<file path="config.mk">
export PLATFORM = sky130hd
export DESIGN_NAME = apple1_mem_arbiter
export DESIGN_NICKNAME = d
export VERILOG_FILES = /design/src/rtl/apple1_mem_pkg.sv /design/src/rtl/mem_eraser.sv /design/src/rtl/apple1_mem_arbiter.sv
export SDC_FILE = /design/constraint.sdc
export NUM_CORES = 1
export LEC_CHECK = 0
export CORE_ASPECT_RATIO = 1.2
export CORE_UTILIZATION = 47
export CTS_CLUSTER_DIAMETER = 80
export CTS_CLUSTER_SIZE = 30
export DETAILED_ROUTE_END_ITERATION = 10
export PLACE_DENSITY = 0.95
export SYNTH_ARGS = -nofsm -noshare
export SYNTH_HDL_FRONTEND = slang
export SYNTH_HIERARCHICAL = 1
export SYNTH_SLANG_ARGS = --single-unit
</file>
<file path="constraint.sdc">
create_clock -name sys_clock -period 3.7 [get_ports sys_clock]
set_input_delay 0.37 -clock sys_clock [delete_from_list [all_inputs] [get_ports sys_clock]]
set_output_delay 0.37 -clock sys_clock [all_outputs]
set_load 0.005 [all_outputs]
</file>
<file path="src/rtl/apple1_mem_pkg.sv">
`default_nettype none
// ============================================================================
// Module   : apple1_mem_pkg
// Purpose  : Apple-1 memory map constants, bus-owner encoding and decoder.
// Revision : 1.0
// ============================================================================
package apple1_mem_pkg;

  localparam logic [15:0] RAM_END     = 16'h3FFF;
  localparam logic [15:0] SDRAM_START = 16'h4000;
  localparam logic [15:0] SDRAM_END   = 16'hBFFF;
  localparam logic [15:0] BASIC_START = 16'hE000;
  localparam logic [15:0] BASIC_END   = 16'hEFFF;
  localparam logic [15:0] ROM_START   = 16'hFF00;

  typedef enum logic [1:0] {
    OWN_CPU   = 2'd0,
    OWN_DL    = 2'd1,
    OWN_ERASE = 2'd2
  } owner_t;

  typedef struct packed {
    logic rom;
    logic basic;
    logic sdram;
    logic ram;
  } sel_t;

  // Only the low 64 KiB of the 25-bit bus is mapped onto the Apple-1 devices.
  function automatic sel_t decode_addr(input logic [24:0] addr);
    sel_t       sel;
    logic [15:0] a;
    sel = '0;
    a   = addr[15:0];
    if (addr[24:16] == 9'd0) begin
      sel.ram   = (a <= RAM_END);
      sel.sdram = (a >= SDRAM_START) && (a <= SDRAM_END);
      sel.basic = (a >= BASIC_START) && (a <= BASIC_END);
      sel.rom   = (a >= ROM_START);
    end
    return sel;
  endfunction

endpackage
`default_nettype wire

</file>
<file path="src/rtl/mem_eraser.sv">
`default_nettype none
// ============================================================================
// Module   : mem_eraser
// Purpose  : Walks an address counter over the erase range, one byte per
//            granted cycle, and flags the last byte issued.
// Revision : 1.0
// ============================================================================
module mem_eraser
  import apple1_mem_pkg::*;
#(
  parameter logic [24:0] ERASE_START = 25'h0000000,
  parameter logic [24:0] ERASE_END   = 25'h000BFFF
) (
  input  logic        clk,
  input  logic        rst_n,
  input  logic        i_start,
  input  logic        i_stall,
  output logic        o_busy,
  output logic        o_issue,
  output logic        o_done,
  output logic [24:0] o_addr
);

  localparam logic [0:0] S_IDLE  = 1'b0;
  localparam logic [0:0] S_ERASE = 1'b1;

  logic [0:0]  r_state;
  logic [0:0]  w_state_next;
  logic [24:0] r_count;
  logic        w_issue;
  logic        w_last;

  assign w_issue = (r_state == S_ERASE) && !i_stall;
  // ">=" rather than "==" so an inverted range still ends after one byte.
  assign w_last  = w_issue && (r_count >= ERASE_END);

  always_ff @(posedge clk or negedge rst_n) begin
    if (!rst_n) begin
      r_state <= S_IDLE;
    end else begin
      r_state <= w_state_next;
    end
  end

  always_comb begin
    w_state_next = r_state;
    case (r_state)
      S_IDLE:  if (i_start) w_state_next = S_ERASE;
      S_ERASE: if (w_last)  w_state_next = S_IDLE;
      default: w_state_next = S_IDLE;
    endcase
  end

  always_comb begin
    o_busy  = (r_state == S_ERASE);
    o_issue = w_issue;
    o_done  = w_last;
    o_addr  = r_count;
  end

  always_ff @(posedge clk or negedge rst_n) begin
    if (!rst_n) begin
      r_count <= '0;
    end else if ((r_state == S_IDLE) && i_start) begin
      r_count <= ERASE_START;
    end else if (w_issue) begin
      r_count <= r_count + 25'd1;
    end
  end

endmodule
`default_nettype wire

</file>
<file path="src/rtl/apple1_mem_arbiter.sv">
`default_nettype none
// ============================================================================
// Module   : apple1_mem_arbiter
// Purpose  : Shares the Apple-1 memory bus between downloader, eraser and CPU;
//            decodes chip selects and returns registered read data.
// Revision : 1.0
// ============================================================================
module apple1_mem_arbiter
  import apple1_mem_pkg::*;
#(
  parameter logic [24:0] ERASE_START = 25'h0000000,
  parameter logic [24:0] ERASE_END   = 25'h000BFFF,
  parameter logic [7:0]  ERASE_VALUE = 8'h00
) (
  input  logic        sys_clock,
  input  logic        reset_n,
  input  logic        cpu_clken,
  input  logic        dl_active,
  input  logic        dl_wr,
  input  logic [24:0] dl_addr,
  input  logic [7:0]  dl_data,
  input  logic        erase_start,
  input  logic [15:0] cpu_addr,
  input  logic [7:0]  cpu_dout,
  input  logic        cpu_wr,
  output logic [7:0]  cpu_din,
  output logic        cpu_wait,
  output logic        erase_busy,
  output logic        erase_done,
  output logic [24:0] mem_addr,
  output logic [7:0]  mem_din,
  output logic        mem_wr,
  output logic        ram_cs,
  output logic        sdram_cs,
  output logic        basic_cs,
  output logic        rom_cs,
  input  logic [7:0]  ram_dout,
  input  logic [7:0]  sdram_dout,
  input  logic [7:0]  basic_dout,
  input  logic [7:0]  rom_dout
);

  logic        w_dl_own;
  logic        w_erase_issue;
  logic [24:0] w_erase_addr;
  owner_t      w_owner;
  sel_t        w_sel;
  sel_t        r_sel_d;
  logic [7:0]  w_rd_data;
  logic [24:0] r_mem_addr;
  logic [7:0]  r_mem_din;
  logic        r_mem_wr;
  logic [7:0]  r_cpu_din;

  assign w_dl_own = dl_active && dl_wr;

  mem_eraser #(
    .ERASE_START (ERASE_START),
    .ERASE_END   (ERASE_END)
  ) u_eraser (
    .clk     (sys_clock),
    .rst_n   (reset_n),
    .i_start (erase_start),
    .i_stall (w_dl_own),
    .o_busy  (erase_busy),
    .o_issue (w_erase_issue),
    .o_done  (erase_done),
    .o_addr  (w_erase_addr)
  );

  assign cpu_wait = dl_active || erase_busy;

  always_comb begin
    w_owner = OWN_CPU;
    if (w_dl_own) begin
      w_owner = OWN_DL;
    end else if (w_erase_issue) begin
      w_owner = OWN_ERASE;
    end
  end

  always_ff @(posedge sys_clock or negedge reset_n) begin
    if (!reset_n) begin
      r_mem_addr <= '0;
      r_mem_din  <= '0;
      r_mem_wr   <= 1'b0;
    end else begin
      case (w_owner)
        OWN_DL: begin
          r_mem_addr <= dl_addr;
          r_mem_din  <= dl_data;
          r_mem_wr   <= 1'b1;
        end
        OWN_ERASE: begin
          r_mem_addr <= w_erase_addr;
          r_mem_din  <= ERASE_VALUE;
          r_mem_wr   <= 1'b1;
        end
        default: begin
          // One write per CPU cycle: cpu_clken is a single-cycle strobe.
          r_mem_addr <= {9'd0, cpu_addr};
          r_mem_din  <= cpu_dout;
          r_mem_wr   <= cpu_clken && cpu_wr && !cpu_wait;
        end
      endcase
    end
  end

  assign w_sel    = decode_addr(r_mem_addr);
  assign ram_cs   = w_sel.ram;
  assign sdram_cs = w_sel.sdram;
  assign basic_cs = w_sel.basic;
  assign rom_cs   = w_sel.rom;

  // Selects are delayed to line up with the one-cycle memory read latency.
  always_comb begin
    w_rd_data = 8'h00;
    if (r_sel_d.ram) begin
      w_rd_data = ram_dout;
    end else if (r_sel_d.sdram) begin
      w_rd_data = sdram_dout;
    end else if (r_sel_d.basic) begin
      w_rd_data = basic_dout;
    end else if (r_sel_d.rom) begin
      w_rd_data = rom_dout;
    end
  end

  always_ff @(posedge sys_clock or negedge reset_n) begin
    if (!reset_n) begin
      r_sel_d   <= '0;
      r_cpu_din <= '0;
    end else begin
      r_sel_d <= w_sel;
      if (w_owner == OWN_CPU) begin
        r_cpu_din <= w_rd_data;
      end
    end
  end

  assign mem_addr = r_mem_addr;
  assign mem_din  = r_mem_din;
  assign mem_wr   = r_mem_wr;
  assign cpu_din  = r_cpu_din;

endmodule
`default_nettype wire

</file>
==> reports/summary.log <==
INFO  timing         max_freq=313.1MHz
INFO  clock_tree     clock_tree_from_tritoncts=yes
INFO  global_route   grt_pass1_wl=17080µm
INFO  synthesis      dominantRegCellSynth=dfrtp_1
INFO  setup_path     worstReg2RegStart=u_eraser/o_busy
INFO  clock_tree     holdBufCountCts=0
INFO  die            design.core.area=0.007402mm²
INFO  clock_tree     clk_path_buf_depth=2
INFO  synthesis      synth_enable_flop_cells=0
INFO  timing         final-max-slew-violation-count=0
INFO  synthesis      synth.lib_cells_used.distinct=46
INFO  setup_path     worst_r2r_path_depth=4
INFO  setup_path     worstPathMaxFanout=13
INFO  clock_tree     cts.sink_count=72
INFO  die            num_rows=34
INFO  synthesis      synth_sequential_area_ratio=49.00%
INFO  power_and_ir_drop switching_power=572.4µW
INFO  placed_design  placed_cells=603
INFO  synthesis      synth_most_common_cell=nand2_1
INFO  synthesis      synth-warning-count=6
INFO  timing         finalHoldViolCount=0
INFO  power_and_ir_drop p_sw_share=28.35%
INFO  power_and_ir_drop pwr-share-clk=32.1%
INFO  synthesis      post_synth.cell_area_avg=9.453µm²
INFO  timing         finalSetupViolCount=0
INFO  routing        wirelength=10830µm
INFO  die            die_height=98.90µm
INFO  clock_tree     cts.repair.resized=0
INFO  global_route   globalRoute.totalOverflow=0
INFO  setup_path     startpoint_type=primary input
INFO  placed_design  dp_hpwl=7858µm
INFO  timing         timing.final.crit_period=3.194ns
INFO  timing         worst-slew-pin-transition=0.9071ns
INFO  finish         post_layout_nonfiller_instances=619
INFO  power_and_ir_drop power=2019µW
INFO  finish         insertedDiodeCount=0
INFO  die            num_io_pins=145
INFO  routing        drc=0
INFO  global_route   grt_max_degree=73
INFO  synthesis      yosys.area.top_type_share=49.00%
INFO  synthesis      yosys-top-cells-area=dfrtp_1 49%, nand2_1 7.8%, mux2i_1 7.6%
INFO  power_and_ir_drop vdd_drop_max=0.2989mV
INFO  timing         portion_of_the_clock_cycle_consumed_by_the_worst_path_in_the_final_layout=86.31%
INFO  timing         grt_setup_unrepaired=false
INFO  clock_tree     numCtsBuffers=9
INFO  synthesis      ys_seq_elements=72
INFO  setup_path     regToRegSetupSlack=1.47ns
INFO  routing        first_iter_violations=205
INFO  die            initial_core_util=49.68%
INFO  synthesis      async_sr_flop_fraction=100.0%
INFO  synthesis      post_synthesis_net_count=488
INFO  routing        detail-route-antenna-nets=0
INFO  power_and_ir_drop power_density_over_the_cells=378.6mW/mm²
INFO  synthesis      most_frequent_cells_after_synthesis=76 x nand2_1, 72 x dfrtp_1, 44 x o21ai_0
INFO  power_and_ir_drop pwr-share-comb=20.7%
INFO  clock_tree     clock-root-buffer=clkbuf_8
INFO  routing        wire_per_inst=17.50µm
INFO  timing         max-slew-margin-rel=39.53%
INFO  timing         final_worst_clock_skew=0.01122ns
INFO  setup_path     r2r-end=u_eraser/o_addr[17]
INFO  clock_tree     cts_setup_buffers=0
INFO  flow_run       max-cap-violations=0
INFO  worst_hold_path hp-class=primary input to async pin
INFO  setup_path     critical_path_class=primary input to primary output
INFO  placed_design  count_of_buffers_inserted_at_the_top_level_ports=144
INFO  routing        firstDrtPassIters=5
INFO  synthesis      netlist_instances=389
INFO  clock_tree     worstSkewPairLatency=0.35ns
INFO  power_and_ir_drop seqPwrFrac=47.2%
INFO  finish         area_growth_syn_to_layout=45.02%
INFO  timing         totalNegativeSetupSlack=0ns
INFO  clock_tree     cts-htree-levels=3
INFO  synthesis      synth_area_leader_cell=dfrtp_1
INFO  finish         finish.net_count=623
INFO  global_route   first_global_vias=3606
INFO  finish         share_of_post_route_cells_with_drive_strength_above_1=6.238%
INFO  run_status     result_of_the_run=finished clean
INFO  die            dieWidth=82.75µm
INFO  global_route   grt_use_total=27.79%
INFO  routing        vias_per_cell=5.743
INFO  power_and_ir_drop p_int=1447µW
INFO  synthesis      synthesis.area=0.003677mm²
INFO  clock_tree     clk_transition_reported_paths=0.08ns
INFO  setup_path     cp-end-kind=primary output
INFO  placed_design  routabilityCongestion=0.8317
INFO  global_route   grt_antenna_before_repair=0
INFO  power_and_ir_drop static-leakage-power=0.002277µW
INFO  die            fp.dieArea=0.008183mm²
INFO  setup_path     required=3.33ns
INFO  routing        detailroute.via_count=3555
INFO  setup_path     worstPathArrival=2.82ns
[routing by layer]
layer  up-vias  global-route usage [%]  share of wire, %
met3        36                   5.185               8.3
met5         -                       0                 0
li1       1653                       -                 -
met4         0                   12.73               2.9
met1      1687                   32.10                36
met2       179                   48.49                52
[layout make-up]
cell class	instances	area, µm²
clock buffer	10	137.6
clock inverter	6	68.82
fill	547	2069
inverter	13	48.80
multi-input combinational	280	1694
sequential	72	1802
tap	90	112.6
timing repair buffer	148	1469
[worst max-delay path by stage]
stage / from / slack (ns) / endpoint
2_1_floorplan: dl_active / 1.30 / u_eraser/o_addr[17]
3_3_place_gp: dl_active / 0.58 / erase_done
3_5_place_dp: dl_active / 0.52 / erase_done
4_1_cts: dl_active / 0.51 / erase_done
5_1_grt: dl_active / 0.42 / erase_done
6_report: dl_active / 0.51 / erase_done
[placed cells by master (no fill, tap or decap), types with 6 or more instances in the layout]
master and count:
a21oi_1 10, a221o_1 8, a31oi_1 6, clkbuf_8 10, clkdlybuf4s50_1 143, dfrtp_1 72
inv_1 13, mux2i_1 28, nand2_1 76, nand2b_1 9, nand3_1 8, nand3b_1 8
nand4_1 10, nor2_1 17, nor4_1 8, o21ai_0 44
[critical path, stage by stage]
cell and delay, ns:
clkdlybuf4s50_1 0.45, and2_2 0.22, nand2b_2 0.28, or4_1 0.70, o21ai_0 0.26, clkdlybuf4s50_1 0.54
[metrics by stage]
step	utilization (%)	hold WS [ns]	setup WS [ns]	instance area, µm²
after floorplan	-	0.07441	1.303	3677
after global placement	69.25	0.4717	0.5807	5126
after detailed placement	69.25	0.4832	0.5189	5126
after CTS	72.04	0.1740	0.5082	5333
after global routing	72.04	0.2153	0.4216	5333
final	72.04	0.1292	0.5064	5333
[registers in the layout, summed over array words and instances, names as in the netlist]
name / count
mem_din: 8
u_eraser/o_busy: 1
u_eraser/o_addr: 25
cpu_din: 8
r_sel_d: 4
mem_addr: 25
mem_wr: 1
[kinds of logic (layout without fill, tap and decap cells)]
kind of cell	count (synthesis)	in the layout	synth area share (%)
and+or+nand+nor	163	163	22.22
AOI/OAI and AO/OA	85	85	14.94
DFF	72	72	49.00
buffers and inverters	37	177	4.968
muxes	28	28	7.622
adders and majority gates	3	3	1.021
xor gates and xnor gates	1	1	0.2382
[power by group through the flow]
stage | Clock (µW) | Combinational (µW) | Sequential, µW
2_1_floorplan | 0 | 166 | 934
3_3_place_gp | 0 | 403 | 954
3_5_place_dp | 0 | 416 | 962
4_1_cts | 653 | 420 | 947
5_1_grt | 689 | 456 | 962
6_report | 648 | 418 | 953
No activity file was read; power rests on OpenSTA's default activity.
